## src/rtl/regfile_sb.sv

```systemverilog
// picoMIPS register file (DEPTH x N, 1W/2R) with a write-back scoreboard for multi-cycle results.
// Optional same-cycle write-to-read forwarding is enabled by defining REGS_BYPASS_EN.
module regfile_sb #(
    parameter int N        = 8,
    parameter int DEPTH    = 4,
    parameter int ZERO_REG = 1,
    parameter int TAP0_IDX = 2,
    parameter int TAP1_IDX = 3,
    localparam int AW      = (DEPTH > 1) ? $clog2(DEPTH) : 1
) (
    input  logic                clk,
    input  logic                reset,
    input  logic                we,
    input  logic [AW-1:0]       waddr,
    input  logic [N-1:0]        wdata,
    input  logic [AW-1:0]       raddr1,
    input  logic [AW-1:0]       raddr2,
    output logic signed [N-1:0] rdata1,
    output logic signed [N-1:0] rdata2,
    input  logic                issue,
    input  logic [AW-1:0]       issue_addr,
    output logic                busy1,
    output logic                busy2,
    output logic                stall,
    output logic signed [N-1:0] tap0,
    output logic signed [N-1:0] tap1
);

    localparam logic [AW:0]   DEPTH_W = (AW + 1)'(DEPTH);
    localparam logic          ZR_EN   = (ZERO_REG != 0);
    localparam logic [AW-1:0] TAP0_A  = AW'(TAP0_IDX);
    localparam logic [AW-1:0] TAP1_A  = AW'(TAP1_IDX);

    logic [DEPTH-1:0][N-1:0] regs_q;
    logic [DEPTH-1:0][N-1:0] regs_d;
    logic [DEPTH-1:0]        pending_q;
    logic [DEPTH-1:0]        pending_d;

    logic                    wr_ok_s;
    logic                    iss_ok_s;
    logic [1:0][AW-1:0]      raddr_s;
    logic [1:0][N-1:0]       rdata_s;
    logic [1:0]              busy_s;

    // An address is usable when it exists and is not the hard-wired zero register.
    function automatic logic addr_valid(input logic [AW-1:0] a);
        return ({1'b0, a} < DEPTH_W) && !(ZR_EN && (a == {AW{1'b0}}));
    endfunction

    assign wr_ok_s  = we && addr_valid(waddr);
    assign iss_ok_s = issue && addr_valid(issue_addr);
    assign raddr_s  = {raddr2, raddr1};

    // Next-state for the register array and the pending vector; issue is applied last so it wins a collision.
    always_comb begin
        regs_d    = regs_q;
        pending_d = pending_q;
        if (wr_ok_s) begin
            regs_d[waddr]    = wdata;
            pending_d[waddr] = 1'b0;
        end else begin
            regs_d    = regs_q;
        end
        if (iss_ok_s) begin
            pending_d[issue_addr] = 1'b1;
        end else begin
            pending_d = pending_d;
        end
    end

    // State flops; reset drops all register contents and every pending result.
    always_ff @(posedge clk) begin
        if (reset) begin
            regs_q    <= {(DEPTH * N){1'b0}};
            pending_q <= {DEPTH{1'b0}};
        end else begin
            regs_q    <= regs_d;
            pending_q <= pending_d;
        end
    end

    // Combinational read ports and per-port busy flags.
    always_comb begin
        rdata_s = {(2 * N){1'b0}};
        busy_s  = 2'b00;
        for (int k = 0; k < 2; k++) begin
            if (addr_valid(raddr_s[k])) begin
                rdata_s[k] = regs_q[raddr_s[k]];
                busy_s[k]  = pending_q[raddr_s[k]];
            end else begin
                rdata_s[k] = {N{1'b0}};
                busy_s[k]  = 1'b0;
            end
`ifdef REGS_BYPASS_EN
            // Forward the write-back value; a same-cycle re-issue keeps the register busy.
            if (wr_ok_s && (waddr == raddr_s[k])) begin
                rdata_s[k] = wdata;
                busy_s[k]  = iss_ok_s && (issue_addr == raddr_s[k]);
            end else begin
                rdata_s[k] = rdata_s[k];
                busy_s[k]  = busy_s[k];
            end
`else
            if (wr_ok_s && (waddr == raddr_s[k])) begin
                rdata_s[k] = rdata_s[k];
            end else begin
                rdata_s[k] = rdata_s[k];
            end
`endif
        end
    end

    assign rdata1 = rdata_s[0];
    assign rdata2 = rdata_s[1];
    assign busy1  = busy_s[0];
    assign busy2  = busy_s[1];
    assign stall  = busy_s[0] | busy_s[1];
    assign tap0   = regs_q[TAP0_A];
    assign tap1   = regs_q[TAP1_A];

endmodule

```

## config.mk

```make
export PLATFORM = sky130hd
export DESIGN_NAME = regfile_sb
export DESIGN_NICKNAME = d
export VERILOG_FILES = /design/src/rtl/regfile_sb.sv
export SDC_FILE = /design/constraint.sdc
export NUM_CORES = 1
export LEC_CHECK = 0
export ABC_AREA = 1
export CORE_MARGIN = 5
export CORE_UTILIZATION = 65
export DETAILED_ROUTE_END_ITERATION = 7
export DONT_BUFFER_PORTS = 1
export GPL_TIMING_DRIVEN = 0
export PLACE_DENSITY = 0.85
export SLEW_MARGIN = 20
export SYNTH_ARGS = -nofsm -noshare
export SYNTH_HDL_FRONTEND = slang
export SYNTH_SLANG_ARGS = --single-unit
export TNS_END_PERCENT = 20
```

## constraint.sdc

```tcl
create_clock -name clk -period 1.7 [get_ports clk]
set_input_delay 0.17 -clock clk [delete_from_list [all_inputs] [get_ports clk]]
set_output_delay 0.17 -clock clk [all_outputs]
set_load 0.05 [all_outputs]
```

== Word level (Yosys, flattened, before mapping) ==
Cells that the tools add are included.

* Bitwise operators: 4
* Muxes and demuxes: 21
* $lt $le $gt $ge: 6
* Reduce and logical (&&, ||, !) cells: 10

{| class="wikitable"
|+ Operators by type and width
! cell !! count
|-
| two-way mux 8 bit || 5
|-
| binary-select mux 8 bit (select 2 bit) || 2
|-
| bitwise mux 32 bit || 1
|-
| demux 8 bit (select 2 bit) || 1
|-
| < comparator 2 x 3 -> 1 bit (second input constant) || 4
|-
| logical NOT 2 bit || 4
|-
| two-way mux 4 bit || 2
|-
| two-way mux 1 bit || 6
|-
| bitwise AND 4 bit || 1
|-
| binary-select mux 1 bit (select 2 bit) || 2
|-
| demux 1 bit (select 2 bit) || 2
|-
| greater-or-equal comparator 2 x 1 -> 1 bit (second input constant) || 2
|-
| logical AND 1 bit || 4
|-
| NOT 4 bit || 1
|-
| bitwise OR 4 bit || 1
|-
| logical NOT 1 bit || 2
|-
| bitwise OR 1 bit || 1
|}

* Output and inout bits: 35
* Bits of input ports: 20
* Register bits after elaboration: 36

== Depth between registers and ports, before layout ==
* Depth in word-level cells: 9
* Mapped depth: 6
* Depth with buffers taken out: 6

== Least setup slack after synthesis ==
OpenSTA, ideal clock, no wires.

* Path type: in2out
* From: input port raddr2[0]
* To: output port rdata2[0]
* Slack: 206 ps
* Buffers on the path: 1
* Data required time: 1530 ps
* Stages on the path: 5
* Arrival: 1324 ps
* Cells stage by stage: inv_1 buf_2 nand2_1 nand3_1 a21oi_1

* Cells in the longest elaborated chain, start to end: 3

{| class="wikitable"
|+ RTL lines
! element !! line !! RTL
|-
| start: declaration || 17 || <nowiki>input logic [AW-1:0] raddr2,</nowiki>
|-
| binary-select mux 8 bit (select 2 bit) || 88 || <nowiki>rdata_s[k] = regs_q[raddr_s[k]];</nowiki>
|-
| two-way mux 8 bit (not written as such) || 88 ||
|-
| two-way mux 8 bit (*) || 87 || <nowiki>if (addr_valid(raddr_s[k])) begin</nowiki>
|-
| end: declaration || 19 || <nowiki>output logic signed [N-1:0] rdata2,</nowiki>
|}

Mark *: on every way between the ends. The rest lies on a longest branch, timed or not. The select of a mux whose other input is x is not followed.

== Worst setup path in the final report ==
* From: register regs_q, in the netlist tap1[3]
* To: output port rdata1[3]

* Cells in the longest elaborated chain, start to end: 3

{| class="wikitable"
|+ RTL lines
! element !! line !! RTL
|-
| start: declaration || 34 || <nowiki>logic [DEPTH-1:0][N-1:0] regs_q;</nowiki>
|-
| start signal: assignment || 74 || <nowiki>regs_q <= {(DEPTH * N){1'b0}};</nowiki>
|-
| start signal: assignment || 77 || <nowiki>regs_q <= regs_d;</nowiki>
|-
| binary-select mux 8 bit (select 2 bit) || 88 ||
|-
| two-way mux 8 bit (not written as such) || 88 ||
|-
| two-way mux 8 bit || 87 ||
|-
| end: declaration || 18 || <nowiki>output logic signed [N-1:0] rdata1,</nowiki>
|}

No other way between the ends. The select of a mux whose other input is x is not followed.

==> run summary <==
The number of core rows came out at 20. Dividing total power by cell area gives a power density of 845 mW/mm^2. For the worst-skew pair, the clock arrives at the later sink with an insertion delay of 0.33 ns.

The overall die area is 0.00437 mm^2, and the signal arrival time at the worst endpoint is 1.48 ns. The final-layout worst hold slack was 0.00180 ns; the die extent in x was 66.1 um. Final antenna diode count: 0. In this run the number of H-tree levels came out at 2.

The run gives 359 as the net total in the final layout. For this block, the initial DRC count from the detailed router was 266. Entering global routing, the biggest net connects 12 pins. The prevailing post-synth register cell is dfxtp_1.

Synthesis produced a netlist with a net count of 340. The worst path in the final design needs a cycle of 1.65 ns, including I/O delays and setup. For the post-synthesis instance area, the log shows 0.00204 mm^2. Buffers placed on the I/O ports in this run total 0.

For the starting density of the core, the log shows 0.675. The overall routed net length is 5870 um, and the initial antenna violation count is 0. The die is 66.1 um tall. The most critical setup path has its endpoint at rdata1[3].

Compared with the post-synthesis result, the final layout area differs by 19.9%. The xor and xnor fraction of the mapped netlist area works out to 0. The analysis attributes to cell leakage a power of 1.10 nW. CTS saw 36 sinks. The number of iterations in the first detailed-routing pass is 5. The tools report the buffer cell driving the clock tree root as clkbuf_4. IR analysis of the VDD net gives a maximum drop of 0.831 mV. The worst register-to-register path ends at pending_q[2]$_SDFF_PP0_. Average cell area after synthesis: 6.39 um^2. The tools report the total power of the final layout as 2.07 mW. Setup violations remaining at the end of the flow were counted as 0. The number of max-capacitance violations reported was 0; the fraction of the yosys area taken by sequential cells was 0.353. Global-route usage over all layers: 0.270. The post-placement cell area came out at 0.00210 mm^2. In the synthesized netlist, the cells that appear most often are nand2_1, inv_1, a21oi_1, dfxtp_1, nand3_1. The worst endpoint required time came out at 1.53 ns.

The floorplan step defined a core boundary enclosing 0.00303 mm^2. During synthesis, Yosys emitted a total of 0 warnings. The DRC violations left came out at 0. The logs give 2130 for the number of vias in the routed layout and 0 for the post-CTS setup-driven buffer insertion count. The most common cell in the synthesized netlist is nand2_1. The final critical-path share of the clock period is 0.968. The post-synthesis async set-or-reset flop share came out at 0. Register-to-register path setup slack: 0.52 ns. Leaving out filler cells and counting taps, the final layout contains 384. The arithmetic-cell share of the synthesized area counting full adders, half adders and majority gates came out at 0. The number of nets still failing antenna checks after routing is 0, and the number of global-route vias before repair is 2023.

Summing all non-filler instances in the final layout gives an area of 0.00245 mm^2. By area the synthesized netlist is led by dfxtp_1, nand2_1, a21oi_1. The number of cells on the worst reg-to-reg path is 3. The count of mapped cells out of synthesis is 320, and the final setup skew is 0 ns. The run gives 0 as the final hold violation count. The via count normalized by instance count was 5.55; the post-DP HPWL was 3930 um. Relative max-transition margin: 0.575.

The largest fanout on the critical path is 3. TritonCTS built the clock tree. During I/O placement, the number of pins put on the boundary was 55. The complex-gate fraction of the synthesized area is 0.153. The run gives 19 as the number of different library cells in the post-synthesis netlist. The min-delay analysis places its worst path in the category in2reg.

The reg-to-reg critical path startpoint was pending_q[2]$_SDFF_PP0_. Area share of the leading cell type in the synthesized netlist: 0.353. The run finished with clean final reports. Setup repair after global routing could not meet its margin everywhere.

The total CTS buffers was 5. The synthesized design spends more area on one cell type than any other, namely dfxtp_1. The per-cell routed wire length is 15.3 um, and the overall overflow remaining after global route is 0. The global-route wire length before repair is 9130 um. The kind of start point of the critical path was a register. The portion of netlist area occupied by mux cells works out to 0.

The worst setup path is captured at an output pin. At the end of routability-driven placement, the weighted congestion stood at 1.02. The measured slew at the worst slew-check pin works out to 0.637 ns. Ratio of cells with drive above 1 in the final layout: 0.171. In this run the worst setup path begins at tap1[3]$_SDFFE_PP0P_.

After detailed placement, the design holds a cell count of 364. The run gives 2 as the number of buffers on the longest clock path. Based on the critical path, the design can be clocked at up to 608 MHz. In this run, synthesis produced a sequential element count of 36.

After clock tree synthesis, the clock-pin slew on the worst setup and hold paths is 0.11 ns. The max-slew violation total from the final report was 0; the simple-gate share of the synthesized area was 0.316. After synthesis, the largest family of logic cells by area is simple AND/OR/NAND/NOR gates. The worst setup path category is reg2out. In this run, synthesis inferred 0 flip-flops with an integrated enable.
==> logic make-up after synthesis <==
| group | Yosys count |
|---|---|
| flops | 36 |
| compound gates | 61 |
| buf+inv | 75 |
| simple gates | 148 |
==> final cells by class <==
cell class,count,area (um^2)
plain buffers,29,191
clock buffers,6,41.3
clock inverters,2,35.0
fillers,218,577
inverters,46,173
multi-input cells,209,1110
flip-flops and latches,36,721
well taps,44,55.1
repair buffers,12,120
==> registers in the layout (all words and copies together) (netlist names) <==
| name | flops |
|---|---|
| tap1 | 8 |
| tap0 | 8 |
| pending_q | 4 |
| regs_q | 16 |
==> worst min-delay path by stage <==
| stage | from | end | slack (ns) | cells past startpoint |
|---|---|---|---|---|
| after floorplan | reset | pending_q[1]$_SDFF_PP0_ | 0.24 | 1 |
| after global placement | reset | pending_q[1]$_SDFF_PP0_ | 0.24 | 1 |
| after detailed placement | reset | pending_q[2]$_SDFF_PP0_ | 0.24 | 1 |
| after CTS | reset | tap1[0]$_SDFFE_PP0P_ | 0.002 | 3 |
| after global routing | wdata[1] | tap0[1]$_SDFFE_PP0P_ | 0.003 | 2 |
| final | issue | pending_q[3]$_SDFF_PP0_ | 0.002 | 2 |
==> power by group <==
part / internal (mW) / leakage, nW / switching, mW / total (mW)
Combinational: 0.152 / 0.767 / 0.428 / 0.580
Clock: 0.308 / 0.0422 / 0.289 / 0.598
Sequential: 0.876 / 0.293 / 0.0172 / 0.893
Total: 1.34 / 1.10 / 0.735 / 2.07
==> per-stage QoR <==
step	util	setup slack (ns)	TNS (ns)
after floorplan	-	0.206	0
after global placement	0.693	0.0546	0
after detailed placement	0.693	0.0548	0
after CTS	0.775	0.0365	0
after global routing	0.810	-0.0314	-0.0585
final	0.810	0.0543	0
==> routing by layer <==
metal,GRT usage,vias up,share of wire
li1,-,1026,-
met1,0.313,975,0.39
met2,0.472,112,0.51
met3,0.0629,17,0.082
met4,0.112,0,0.025
met5,0,-,0
==> critical path, cell delays in order, from the launching register on <==
cell	delay [ns]
dfxtp_1	0.35
inv_1	0.08
nand2_1	0.06
nand3_1	0.10
a21oi_2	0.54
==> layout by cell type (no fill, tap or decap) <==
cell	Yosys	layout
clkinv_2	0	1
o21ai_2	2	2
buf_4	16	16
o21ai_1	2	2
buf_2	6	6
inv_2	3	3
nand3_1	35	35
nor2_4	1	3
clkinv_1	2	2
bufinv_16	0	1
dlygate4sd3_1	0	12
nor2_1	25	25
nand3_4	2	2
inv_1	41	41
a21oi_4	0	11
nand2_2	0	1
dfxtp_1	36	36
a21oi_1	36	20
nand3b_1	2	2
clkbuf_1	5	6
buf_6	2	2
a21oi_2	0	5
o21ai_0	21	21
clkbuf_4	0	5
nand2_1	81	80
==> what timing repair did <==
| item | in CTS | in global routing |
|---|---|---|
| hold buffers | 11 | 1 |
| endpoints found under the setup margin | 16 | 14 |
| endpoints found under the hold margin | 13 | 1 |
| gates resized for setup | 16 | 14 |
Note: power is estimated with default switching activity, not from simulation.
